File: src/rtl/ex_muldiv.sv
// ---------------------------------------------------------------------------
// ex_muldiv -- iterative RV64 M-extension execute unit (MUL, DIV, DIVU, REM,
// REMU). One shift-add or restoring-division iteration per clock. Divide by
// zero and signed overflow finish without iterating.
//
// Ports
//   clk       in   pipeline clock, rising edge
//   reset     in   synchronous active-high reset
//   flush     in   aborts any operation in flight, no done pulse
//   start     in   valid M-extension op presented this cycle
//   funct3    in   000 MUL, 100 DIV, 101 DIVU, 110 REM, 111 REMU
//   op_a      in   rs1 operand (multiplicand / dividend)
//   op_b      in   rs2 operand (multiplier / divisor)
//   rd        in   destination register
//   busy      out  high while iterating (stall request)
//   done      out  one-cycle pulse, result/result_rd valid
//   result    out  low product word, quotient or remainder
//   result_rd out  rd captured at start
// ---------------------------------------------------------------------------
module ex_muldiv (
   input  logic        clk,
   input  logic        reset,
   input  logic        flush,
   input  logic        start,
   input  logic [2:0]  funct3,
   input  logic [63:0] op_a,
   input  logic [63:0] op_b,
   input  logic [4:0]  rd,
   output logic        busy,
   output logic        done,
   output logic [63:0] result,
   output logic [4:0]  result_rd
);

   typedef enum logic [1:0] {IDLE, CALC, DONE} state_e;

   state_e         state_q;
   logic [5:0]     cnt_q;
   logic [2:0]     funct3_q;
   logic [4:0]     rd_q;
   logic [63:0]    opA_q;
   logic [63:0]    opB_q;
   logic [127:0]   acc_q;
   logic           negQ_q;
   logic           negR_q;
   logic [63:0]    result_q;
   logic [4:0]     resultRd_q;

   logic [127:0]   acc_d;
   logic [64:0]    mulSum;
   logic [64:0]    remShift;
   logic           remGe;
   logic [63:0]    remDiff;
   logic [63:0]    quotFixed;
   logic [63:0]    remFixed;
   logic [63:0]    finalRes;
   logic           opValid;
   logic           isDiv;
   logic           isSigned;
   logic [63:0]    absA;
   logic [63:0]    absB;

   // Decode of the incoming op and operand magnitudes for signed division.
   always_comb begin
      opValid  = (funct3 == 3'b000) || funct3[2];
      isDiv    = funct3[2];
      isSigned = funct3[2] & ~funct3[0];
      absA     = (isSigned && op_a[63]) ? (~op_a + 64'd1) : op_a;
      absB     = (isSigned && op_b[63]) ? (~op_b + 64'd1) : op_b;
   end

   // One iteration of the datapath. For MUL the accumulator holds
   // {partial product, remaining multiplier bits}; each step adds the
   // multiplicand when the low bit is set and shifts right. For division it
   // holds {partial remainder, dividend/quotient}; each step shifts left one
   // bit and subtracts the divisor when it fits, shifting the quotient bit in.
   // The shifted remainder needs 65 bits because it can briefly exceed 2^64-1.
   always_comb begin
      mulSum   = {1'b0, acc_q[127:64]} + (acc_q[0] ? {1'b0, opA_q} : 65'd0);
      remShift = {acc_q[127:64], acc_q[63]};
      remGe    = (remShift >= {1'b0, opB_q});
      remDiff  = remShift[63:0] - opB_q;
      if (funct3_q == 3'b000) begin
         acc_d = {mulSum, acc_q[63:1]};
      end else begin
         acc_d = {(remGe ? remDiff : remShift[63:0]), acc_q[62:0], remGe};
      end
      quotFixed = negQ_q ? (~acc_d[63:0] + 64'd1) : acc_d[63:0];
      remFixed  = negR_q ? (~acc_d[127:64] + 64'd1) : acc_d[127:64];
      if (funct3_q == 3'b000) begin
         finalRes = acc_d[63:0];
      end else if (funct3_q[1]) begin
         finalRes = remFixed;
      end else begin
         finalRes = quotFixed;
      end
   end

   // Control FSM with registered result. Reset beats flush, flush beats
   // start; corner cases (divide by zero, signed overflow) go straight to
   // DONE with their architecturally defined results.
   always_ff @(posedge clk) begin
      if (reset) begin
         state_q    <= IDLE;
         cnt_q      <= 6'd0;
         funct3_q   <= 3'd0;
         rd_q       <= 5'd0;
         opA_q      <= 64'd0;
         opB_q      <= 64'd0;
         acc_q      <= 128'd0;
         negQ_q     <= 1'b0;
         negR_q     <= 1'b0;
         result_q   <= 64'd0;
         resultRd_q <= 5'd0;
      end else if (flush) begin
         state_q <= IDLE;
         cnt_q   <= 6'd0;
      end else begin
         case (state_q)
            IDLE: begin
               if (start && opValid) begin
                  funct3_q <= funct3;
                  rd_q     <= rd;
                  cnt_q    <= 6'd0;
                  if (isDiv && (op_b == 64'd0)) begin
                     result_q   <= funct3[1] ? op_a : {64{1'b1}};
                     resultRd_q <= rd;
                     state_q    <= DONE;
                  end else if (isSigned && (op_a == {1'b1, 63'd0}) &&
                               (op_b == {64{1'b1}})) begin
                     result_q   <= funct3[1] ? 64'd0 : op_a;
                     resultRd_q <= rd;
                     state_q    <= DONE;
                  end else begin
                     opA_q   <= op_a;
                     opB_q   <= absB;
                     acc_q   <= isDiv ? {64'd0, absA} : {64'd0, op_b};
                     negQ_q  <= isSigned & (op_a[63] ^ op_b[63]);
                     negR_q  <= isSigned & op_a[63];
                     state_q <= CALC;
                  end
               end
            end
            CALC: begin
               acc_q <= acc_d;
               cnt_q <= cnt_q + 6'd1;
               if (cnt_q == 6'd63) begin
                  result_q   <= finalRes;
                  resultRd_q <= rd_q;
                  state_q    <= DONE;
               end
            end
            DONE: begin
               state_q <= IDLE;
            end
            default: begin
               state_q <= IDLE;
            end
         endcase
      end
   end

   assign busy      = (state_q == CALC);
   assign done      = (state_q == DONE);
   assign result    = result_q;
   assign result_rd = resultRd_q;

endmodule

File: config.mk
export PLATFORM = sky130hd
export DESIGN_NAME = ex_muldiv
export DESIGN_NICKNAME = d
export VERILOG_FILES = /design/src/rtl/ex_muldiv.sv
export SDC_FILE = /design/constraint.sdc
export NUM_CORES = 2
export LEC_CHECK = 0
export ABC_CLOCK_PERIOD_IN_PS = 13100
export CORE_MARGIN = 10
export CORE_UTILIZATION = 55
export CTS_CLUSTER_SIZE = 20
export DETAILED_ROUTE_END_ITERATION = 8
export PLACE_DENSITY = 0.75
export SYNTH_ARGS = -nofsm -noshare
export SYNTH_HDL_FRONTEND = slang
export SYNTH_SLANG_ARGS = --single-unit
File: constraint.sdc
create_clock -name clk -period 13.1 [get_ports clk]
set_input_delay 2.62 -clock clk [delete_from_list [all_inputs] [get_ports clk]]
set_output_delay 2.62 -clock clk [all_outputs]
set_load 0.005 [all_outputs]
==> results_dict.tcl <==
set metrics [dict create \
    setup_violations 0 \
    syn_area_mm2 0.0321 \
    crit_arrival_ps 8810 \
    critical_path_class "in2reg" \
    period_minus_slack_ps 8330 \
    synthSimpleGateAreaFrac_pct 25.8 \
    core_mm2 0.0577 \
    grt_pass1_wl_um 211000 \
    seq_area_mm2 0.00687 \
    drtIter0Drc 5804 \
    area_growth_pct 11.3 \
    ys_dominant_reg_cell "dfxtp_1" \
    insertion_delay_ps 590 \
    slew_headroom_pct 15.6 \
    cp.required_ps 13580 \
    async_flop_share_pct 0 \
    power.density_mw_per_mm2 95.4 \
    design.die.area_mm2 0.0683 \
    ys_seq_elements 343 \
    wire_per_inst_um 26.5 \
    final_max_slew_viol_count 0 \
    rsz0062_at_grt "no" \
    p_total_w 0.00340 \
    cts_root_buf "clkbuf_16" \
    drive_gt1_share_pct 4.32 \
    clk_pin_slew_worst_paths_ps 70 \
    firstDrtPassIters 6 \
    postCtsSetupRepairBufs 0 \
    dr_total_vias 37200 \
    r2r_cells 23 \
    fin_nets 4897 \
    synth.distinct_cells 110 \
    max_slew.worst_pin.slew_ps 1230 \
    cts.sinks 343 \
    synth_compound_area_share_pct 31.2 \
    synthCells 4651 \
    p_leak_nw 13.3 \
    cts_buffers 41 \
    r2r_slack_ps 5490 \
    die_h_um 261 \
    finalWirelength_um 144000 \
    fmax_mhz 120 \
    dp_hpwl_um 108000 \
    cts_tree "yes" \
    yosysWarnings 0 \
    crit_fanout 102 \
    min_to "opA_q[36]" \
    end_kind "register" \
    rows 88 \
    fill_cells 5470 \
    crit-reg2reg-launch "acc_q[63]" \
    io_pins 211 \
    synth-edff-count 0 \
    portBuffers 210 \
    grt_pass1_vias 33200 \
    postRouteAntennaNets 0 \
    reg2reg_to "result[62]" \
    timing.final.hold_violations 0 \
    globalplace.congestion 1.05 \
    holdBufCountCts 0 \
    worstHoldPathType "reg2reg" \
    synth_xor_area_share_pct 8.66 \
    outcome "finished clean" \
    finalCritPeriodShare_pct 63.6 \
    peakVddDrop_v 0.000105 \
    synth_top_family_by_area "compound AO/OA/AOI/OAI gates" \
    synthMuxAreaShare_pct 1.78 \
    antenna_found_initial 16 \
    fin_setup_tns_ps 0 \
    clockBufferDepth 3 \
    avgSynthCellArea_um2 6.89 \
    post-route-drc-count 0 \
    placed_area_mm2 0.0342 \
    grt_usage_pct 40.2 \
    multiInputGateArea_mm2 0.0234 \
    synthesis.nets 4927 \
    viasPerCell 6.86 \
    final_area_mm2 0.0357 \
    holdPathStages 2 \
    die_x_um 261 \
    seq_area_frac_synth_pct 21.4 \
    maxCapViolCount 0 \
    grt_max_degree 141 \
    grt-ovfl-total 0 \
    cp-start-kind "input pin" \
    skew_ps 24.0 \
    start_util_pct 55.6 \
    cts.repair.resized 0 \
    preCtsSetupSlack_ps 4350 \
    fin_ws_ps 4770 \
    hp-start "opA_q[36]" \
    synth_fa_ha_area_share_pct 5.39 \
    htreeDepth 2 \
]
[cells by family (layout without fill, tap and decap cells)]
| group | after synthesis | after routing |
|---|---|---|
| buf+inv | 457 | 458 |
| fa+ha+maj | 137 | 137 |
| compound gates | 1541 | 1541 |
| flops | 343 | 343 |
| other cells | 0 | 10 |
| simple gates | 1799 | 1799 |
| mux | 57 | 57 |
| xor+xnor | 317 | 317 |
[per-stage QoR]
step	util (%)	hold WS (ps)	instances
after floorplan	-	432	4651
after global placement	59.3	439	5343
after detailed placement	59.3	441	5343
after CTS	61.8	451	5417
after global routing	61.8	471	5427
final	61.8	451	5427
[worst max-delay path by stage]
stage | start | to | slack [ps] | cells past startpoint
after floorplan | funct3_q[1] | result[58] | 6830 | 25
after global placement | op_a[12] | opB_q[13] | 4480 | 16
after detailed placement | op_a[12] | opB_q[8] | 4350 | 16
after CTS | op_a[12] | opB_q[8] | 4900 | 16
after global routing | op_a[12] | opB_q[4] | 4390 | 16
final | op_a[12] | opB_q[8] | 4770 | 16
[routing by layer]
| metal | global-route usage (%) | share of wire, % | up-vias |
|---|---|---|---|
| met1 | 56.4 | 41 | 17300 |
| li1 | - | - | 16900 |
| met5 | 0 | 0.016 | - |
| met3 | 11.7 | 15 | 375 |
| met4 | 16.6 | 4.6 | 4 |
| met2 | 56.1 | 40 | 2656 |
[cell usage after synthesis, types with 83 or more instances]
cell type / n / share of area, %
nor2_1: 597 / 7.0
nand2_1: 586 / 6.9
a21oi_1: 465 / 7.3
dfxtp_1: 343 / 21
o21ai_0: 280 / 4.4
clkbuf_1: 249 / 2.9
a211oi_1: 178 / 4.2
xnor2_1: 174 / 4.8
xor2_1: 143 / 3.9
ha_1: 134 / 5.2
inv_1: 121 / 1.4
nor3_1: 118 / 1.8
nand4_1: 105 / 2.0
o211ai_1: 89 / 2.1
nand3_1: 83 / 1.3
[sequential cells by signal, summed over array words and instances (netlist names), 2 cells and up]
name       flops
result_rd      5
funct3_q       3
opA_q         64
rd_q           5
acc_q        128
state_q        2
opB_q         64
cnt_q          6
result        64
[layout make-up]
type | count | share of cell area [%]
flip-flops and latches | 343 | 19.3
well taps | 765 | 2.68
repair buffers | 259 | 6.97
clock buffers | 55 | 3.19
diodes | 10 | 0.0702
clock inverters | 19 | 0.831
inverters | 125 | 1.32
multi-input cells | 3851 | 65.7
[worst max-delay path, cell delays in order]
cell             delay [ps]
clkdlybuf4s50_1         540
or4_1                   650
nor4_1                  390
nand2_1                 130
nor2_1                  140
nand3_1                 220
nor3_1                  570
nand4_1                 200
nor4_1                  300
a21oi_1                 240
o31a_2                  390
buf_4                   300
nand2_4                 690
buf_4                   890
nor2_1                  150
a211oi_1                280
[power breakdown]
| part | leakage, nW | switching, W | internal, W | total [W] |
|---|---|---|---|---|
| Combinational | 9.80 | 0.000692 | 0.000320 | 0.00101 |
| Clock | 0.695 | 0.000509 | 0.000752 | 0.00126 |
| Sequential | 2.79 | 0.0000446 | 0.00109 | 0.00113 |
| Total | 13.3 | 0.00125 | 0.00216 | 0.00340 |
[cell usage in the layout (no fill, tap or decap), types with 121 or more instances in the layout]
cell and n:
nor2_1 591, nand2_1 584, a21oi_1 464, dfxtp_1 340, o21ai_0 279, clkdlybuf4s50_1 208, a211oi_1 178, xnor2_1 174
xor2_1 143, ha_1 134, inv_1 121
Note: power is estimated with default switching activity, not from simulation.
